===== src/rtl/spm_mem_arbiter_if.sv =====
// Requester and memory-side signal bundle for the two-port SPM memory arbiter.
interface spm_mem_arbiter_if #(
    parameter int AW = 8,
    parameter int DW = 8
);
    logic [1:0]    req;
    logic [1:0]    we;
    logic [AW-1:0] addr0;
    logic [AW-1:0] addr1;
    logic [DW-1:0] wdata0;
    logic [DW-1:0] wdata1;
    logic [1:0]    gnt;
    logic [1:0]    done;
    logic [DW-1:0] rdata;
    logic          busy;
    logic [AW-1:0] mem_addr;
    logic [DW-1:0] mem_wdata;
    logic          mem_we;
    logic [DW-1:0] mem_rdata;

    modport slave (
        input  req, we, addr0, addr1, wdata0, wdata1, mem_rdata,
        output gnt, done, rdata, busy, mem_addr, mem_wdata, mem_we
    );

    modport master (
        output req, we, addr0, addr1, wdata0, wdata1, mem_rdata,
        input  gnt, done, rdata, busy, mem_addr, mem_wdata, mem_we
    );
endinterface


===== src/rtl/spm_mem_arbiter.sv =====
// Shares the single-port SPM memory between CPU (port 0) and loader (port 1).
// Define SPM_ARB_FIXED_PRIO_EN for fixed priority (port 0 wins ties); default is round-robin.
module spm_mem_arbiter #(
    parameter int AW      = 8,
    parameter int DW      = 8,
    parameter int MEM_LAT = 1
) (
    input  logic             clk,
    input  logic             rst,
    spm_mem_arbiter_if.slave bus
);
    typedef enum logic [1:0] {S_IDLE, S_ISSUE, S_WAIT, S_DONE} state_t;

    localparam logic [2:0] LAT_M1 = 3'(MEM_LAT - 1);

    state_t        state_q, state_d;
    logic          win_q, win_d;
    logic          last_q, last_d;
    logic          wr_q, wr_d;
    logic          win_sel;
    logic [2:0]    cnt_q, cnt_d;
    logic [1:0]    gnt_q, gnt_d;
    logic [1:0]    done_q, done_d;
    logic [DW-1:0] rdata_q, rdata_d;
    logic [AW-1:0] mem_addr_q, mem_addr_d;
    logic [DW-1:0] mem_wdata_q, mem_wdata_d;
    logic          mem_we_q, mem_we_d;

`ifdef SPM_ARB_FIXED_PRIO_EN
    assign win_sel = ~bus.req[0];
`else
    // On a tie the port that was not served last wins; otherwise the lone requester.
    assign win_sel = (bus.req == 2'b11) ? ~last_q : bus.req[1];
`endif

    always_comb begin
        state_d     = state_q;
        win_d       = win_q;
        last_d      = last_q;
        wr_d        = wr_q;
        cnt_d       = cnt_q;
        gnt_d       = 2'b00;
        done_d      = 2'b00;
        rdata_d     = rdata_q;
        mem_addr_d  = mem_addr_q;
        mem_wdata_d = mem_wdata_q;
        mem_we_d    = 1'b0;
        case (state_q)
            S_IDLE: begin
                if (bus.req != 2'b00) begin
                    win_d       = win_sel;
                    wr_d        = bus.we[win_sel];
                    mem_addr_d  = win_sel ? bus.addr1 : bus.addr0;
                    mem_wdata_d = win_sel ? bus.wdata1 : bus.wdata0;
                    mem_we_d    = bus.we[win_sel];
                    gnt_d       = {win_sel, ~win_sel};
                    state_d     = S_ISSUE;
                end
            end
            S_ISSUE: begin
                if (wr_q) begin
                    done_d  = {win_q, ~win_q};
                    state_d = S_DONE;
                end else begin
                    cnt_d   = LAT_M1;
                    state_d = S_WAIT;
                end
            end
            S_WAIT: begin
                if (cnt_q == 3'd0) begin
                    rdata_d = bus.mem_rdata;
                    done_d  = {win_q, ~win_q};
                    state_d = S_DONE;
                end else begin
                    cnt_d = cnt_q - 3'd1;
                end
            end
            S_DONE: begin
                last_d  = win_q;
                state_d = S_IDLE;
            end
            default: state_d = S_IDLE;
        endcase
    end

    always_ff @(posedge clk or negedge rst) begin
        if (!rst) begin
            state_q     <= S_IDLE;
            win_q       <= 1'b0;
            last_q      <= 1'b1;
            wr_q        <= 1'b0;
            cnt_q       <= 3'd0;
            gnt_q       <= 2'b00;
            done_q      <= 2'b00;
            rdata_q     <= '0;
            mem_addr_q  <= '0;
            mem_wdata_q <= '0;
            mem_we_q    <= 1'b0;
        end else begin
            state_q     <= state_d;
            win_q       <= win_d;
            last_q      <= last_d;
            wr_q        <= wr_d;
            cnt_q       <= cnt_d;
            gnt_q       <= gnt_d;
            done_q      <= done_d;
            rdata_q     <= rdata_d;
            mem_addr_q  <= mem_addr_d;
            mem_wdata_q <= mem_wdata_d;
            mem_we_q    <= mem_we_d;
        end
    end

    assign bus.gnt       = gnt_q;
    assign bus.done      = done_q;
    assign bus.rdata     = rdata_q;
    assign bus.busy      = (state_q != S_IDLE);
    assign bus.mem_addr  = mem_addr_q;
    assign bus.mem_wdata = mem_wdata_q;
    assign bus.mem_we    = mem_we_q;
endmodule


===== src/flat_wrapper.sv =====
// flat-port wrapper written by rule: the top's interface ports become plain ports
module spm_mem_arbiter_flat 
#(
    parameter int AW      = 8,
    parameter int DW      = 8,
    parameter int MEM_LAT = 1
)
  (clk, rst, bus_req, bus_we, bus_addr0, bus_addr1, bus_wdata0, bus_wdata1, bus_mem_rdata, bus_gnt, bus_done, bus_rdata, bus_busy, bus_mem_addr, bus_mem_wdata, bus_mem_we);
  spm_mem_arbiter_if #(.AW(AW), .DW(DW)) bus_i ();
  input  logic clk;
  input  logic rst;
  input wire logic [$bits(bus_i.req)-1:0] bus_req;
  input wire logic [$bits(bus_i.we)-1:0] bus_we;
  input wire logic [$bits(bus_i.addr0)-1:0] bus_addr0;
  input wire logic [$bits(bus_i.addr1)-1:0] bus_addr1;
  input wire logic [$bits(bus_i.wdata0)-1:0] bus_wdata0;
  input wire logic [$bits(bus_i.wdata1)-1:0] bus_wdata1;
  input wire logic [$bits(bus_i.mem_rdata)-1:0] bus_mem_rdata;
  output wire logic [$bits(bus_i.gnt)-1:0] bus_gnt;
  output wire logic [$bits(bus_i.done)-1:0] bus_done;
  output wire logic [$bits(bus_i.rdata)-1:0] bus_rdata;
  output wire logic [$bits(bus_i.busy)-1:0] bus_busy;
  output wire logic [$bits(bus_i.mem_addr)-1:0] bus_mem_addr;
  output wire logic [$bits(bus_i.mem_wdata)-1:0] bus_mem_wdata;
  output wire logic [$bits(bus_i.mem_we)-1:0] bus_mem_we;
  assign bus_i.req = bus_req;
  assign bus_i.we = bus_we;
  assign bus_i.addr0 = bus_addr0;
  assign bus_i.addr1 = bus_addr1;
  assign bus_i.wdata0 = bus_wdata0;
  assign bus_i.wdata1 = bus_wdata1;
  assign bus_i.mem_rdata = bus_mem_rdata;
  assign bus_gnt = bus_i.gnt;
  assign bus_done = bus_i.done;
  assign bus_rdata = bus_i.rdata;
  assign bus_busy = bus_i.busy;
  assign bus_mem_addr = bus_i.mem_addr;
  assign bus_mem_wdata = bus_i.mem_wdata;
  assign bus_mem_we = bus_i.mem_we;
  spm_mem_arbiter #(.AW(AW), .DW(DW), .MEM_LAT(MEM_LAT)) u_core (.clk(clk), .rst(rst), .bus(bus_i));
endmodule

===== config.mk =====
export PLATFORM = sky130hd
export DESIGN_NAME = spm_mem_arbiter_flat
export DESIGN_NICKNAME = d
export VERILOG_FILES = /design/src/rtl/spm_mem_arbiter_if.sv /design/src/rtl/spm_mem_arbiter.sv /design/src/flat_wrapper.sv
export SDC_FILE = /design/constraint.sdc
export NUM_CORES = 1
export LEC_CHECK = 0
export BUFFER_PORTS_ARGS = -buffer_cell sky130_fd_sc_hd__buf_4
export CAP_MARGIN = 20
export CORE_MARGIN = 8
export CORE_UTILIZATION = 42
export DETAILED_ROUTE_END_ITERATION = 7
export GPL_ROUTABILITY_DRIVEN = 0
export PLACE_DENSITY = 0.76
export REMOVE_ABC_BUFFERS = 1
export SYNTH_ARGS = -nofsm -noshare
export SYNTH_HDL_FRONTEND = slang
export SYNTH_SLANG_ARGS = --single-unit

===== constraint.sdc =====
create_clock -name clk -period 1.62 [get_ports clk]
set_clock_uncertainty 0.15 [all_clocks]
set_input_delay 0.081 -clock clk [delete_from_list [all_inputs] [get_ports clk]]
set_output_delay 0.081 -clock clk [all_outputs]
set_load 0.05 [all_outputs]

==> metrics.md <==
| Metric | Value |
|---|---|
| YS warnings | 0 |
| Vias in the first global route | 1722 |
| Sw frac | 0.455 |
| Max stage delay on crit path | a little under 0.4 ns |
| Max capacitance violation total | 0 |
| H-tree depth reported by CTS | 2 |
| Max FO, Critical Path | 10 |
| Post-DP HPWL | between 3 and 4 mm |
| Detailed-route via count | about 1600 |
| Most common cell after layout, fill and taps aside | buf_4 |
| Worst-skew pair later-pin latency | ~0.29 ns |
| Post-Syn Area | 0.00168 sq mm |
| First-pass GRT wire length | 8.66 mm |
| Most frequent cells in the layout | buf_4, dlygate4sd3_1, dfrtp_1 |
| Count of cell types in the netlist | 32 |
| Least-Margin Pin Slew | ~0.46 ns |
| Leakage | between 1.5 and 2 nW |
| Final min period | ~1.6 ns |
| Critical path type | reg2reg |
| CP top delay family | flip-flops |
| Worst setup margin | ~0.018 ns |
| Pin count of the biggest net entering global routing | 38 |
| Share of the yosys chip area belonging to registers | 0.551 |
| Placeable Area | between 0.003 and 0.004 sq mm |
| Post-Place Worst Slack | -0.0359 ns |
| Crit end category | register |
| Top-area cell type share of the netlist area | 0.535 |
| Critical Path RT | 1.65 ns |
| Final hold violation count | 0 |
| TritonCTS Buffers | 5 |
| Syn Area/Cell | around 12 sq um |
| FILL cells | 264 |
| Area Growth Syn to Fin | 77.8% |
| Crit path depth | 6 |
| Largest cells by area after synthesis | dfrtp_1, a221o_1, mux2_2, and3_1, ha_1 |
| PortBufs | 75 |
| Die footprint | between 0.006 and 0.007 sq mm |
| Yosys top cell by area | dfrtp_1 |
| Final setup fails | 0 |
| DR pass1 iterations | 4 |
| Psw | 2.78 mW |
| Gr ovfl total | 0 |
| TNS Setup | 0 ns |
| Core Util, Final | 0.759 |
| Worst hold-check path type | in2reg |
| Post-CTS Setup Inserts | 0 |
| Power consumption | slightly above 6 mW |
| Logic pwr share | 0.618 |
| CTS tree | built |
| CP Launch Type | register |
| Power density cells | 2040 mW/mm^2 |
| Worst path bufs/invs | 2 |
| Die Ht | about 80 um |
| Clk sinks | 37 |
| Drt drc | 0 |
| Pint | between 3 and 4 mW |
| Initial Util | 0.427 |
| Final WL | around 5.4 mm |
| Cells along the critical path | inv_2, ha_4, buf_4, nand2b_1, a221o_1, o211a_1 |
| Unrepaired setup endpoints after global routing | true |
| CP max-delay cell | dfrtp_1 |
| Peak VDD IR | between 0.001 and 0.0015 V |
| WL/cell | about 17 um |
| Cells after synthesis | 136 |
| Hold depth | 3 |
| Antenna violations before repair | 0 |
| Die W | slightly below 80 um |
| CP Data Arrival Time | ~1.6 ns |
| Row count | 23 |
| Status | finished, final reports clean |
| Relative slew slack | 0.691 |
| CTS root buf | clkbuf_8 |
| Reg2Reg Depth | 6 |
| Drt first-iter violations | about 100 |
| Most used DFF post-synth | dfrtp_1 |
| Final Slew Violations | 0 |
| Number of flops mapped to enable cells by yosys | 0 |
| Global Route Usage Sum | 0.176 |
| Seq cells post-synth | 37 |
| Diodes inserted | 0 |
| Nets | about 320 |
| Clock power frac | 0.115 |
| Layout cells sized above 1 | 0.446 |
| ANT nets after route | 0 |
| I/O pin count | between 70 and 80 |
| Drt via density | between 5 and 6 |
| Fmax | roughly 0.62 GHz |
| Clk slew on worst S/H paths | around 0.070 ns |
| Final worst path period share | 0.989 |
| Bufs on Longest Clock Path | 2 |
| Sequential Power Share | 0.267 |
| Async SR Flop Fraction | 1.00 |
-- worst paths after layout --
path | start | endpoint | slack, ns
setup / recovery | u_core.state_q[0] | u_core.state_q[0] | 0.02
hold / removal | bus_we[0] | u_core.bus.mem_we | 0.05
setup reg to reg | u_core.state_q[0] | u_core.state_q[0] | 0.02
hold reg to reg | u_core.win_q | u_core.bus.done[0] | 0.33
max in group asynchronous | rst | u_core.last_q | 0.84
min in group asynchronous | rst | u_core.bus.rdata[1] | 0.13
-- kinds of logic after synthesis --
family,share of synthesized area
compound gates,0.158
simple gates,0.120
buf+inv,0.0424
mux,0.0840
fa+ha+maj,0.0446
flops,0.551
-- cells in the mapped netlist (2+ instances only) --
master	instances
and3_1	16
inv_1	6
buf_6	2
dfrtp_1	36
mux2_2	9
nor2_1	4
a221o_1	15
clkbuf_2	2
nand2_1	7
mux2i_1	4
a21o_1	2
ha_1	6
nand2b_1	4
a21oi_1	4
and2_1	2
-- final cells by class --
type | count | area (sq um) | share of cell area
timing repair buffer | 134 | 1150 | 0.384
multi-input combinational | 86 | 729 | 0.244
tap | 50 | 62.6 | 0.0209
sequential | 37 | 927 | 0.310
clock buffer | 7 | 96.3 | 0.0322
clock inverter | 1 | 5.00 | 0.00167
inverter | 6 | 22.5 | 0.00753
-- power groups by stage --
stage / Sequential (mW) / Clock, mW / Combinational [mW]
floorplan: 2.74 / 0 / 1.11
CTS: 1.62 / 0.722 / 3.65
global placement: 1.62 / 0 / 3.49
finish: 1.63 / 0.703 / 3.77
detailed placement: 1.61 / 0 / 3.54
global route: 1.68 / 0.755 / 4.02
-- tightest hold or removal path: cells and delay by family --
family	cells	cell delay, ns
AO/OA/AOI/OAI	1	0.18
AND/OR/NAND/NOR	1	0.11
buffers and inverters	1	0.08
-- state kept, by name, indices dropped and copies added, names as in the netlist --
signal,cells
u_core.bus.done,2
u_core.bus.gnt,2
u_core.bus.mem_addr,8
u_core.bus.mem_wdata,8
u_core.bus.mem_we,1
u_core.bus.rdata,8
u_core.cnt_q,3
u_core.last_q,1
u_core.state_q,2
u_core.win_q,1
u_core.wr_q,1
-- what timing repair did --
| action | 4_1_cts | 5_1_grt |
|---|---|---|
| hold endpoints to repair | 62 | 1 |
| hold buffers | 42 | 1 |
| gates resized for setup | 5 | 12 |
| endpoints found under the setup margin | 17 | 31 |
| pin swaps | 0 | 2 |
-- metal layers --
metal	up-vias	track usage	share of wire
li1	773	-	-
met1	785	0.196	0.39
met2	54	0.312	0.53
met3	5	0.0598	0.064
met4	0	0.0463	0.011
met5	-	0	0
-- per-stage QoR --
step                      hold slack (ns)  std cells  cell area [sq um]
after floorplan                    -0.365        129               1630
final                              0.0526        321               2990
after global routing               0.0547        321               2990
after CTS                         0.00904        320               2940
after detailed placement          -0.0807        270               2400
after global placement            -0.0834        270               2400
Note: power is estimated with default switching activity, not from simulation.
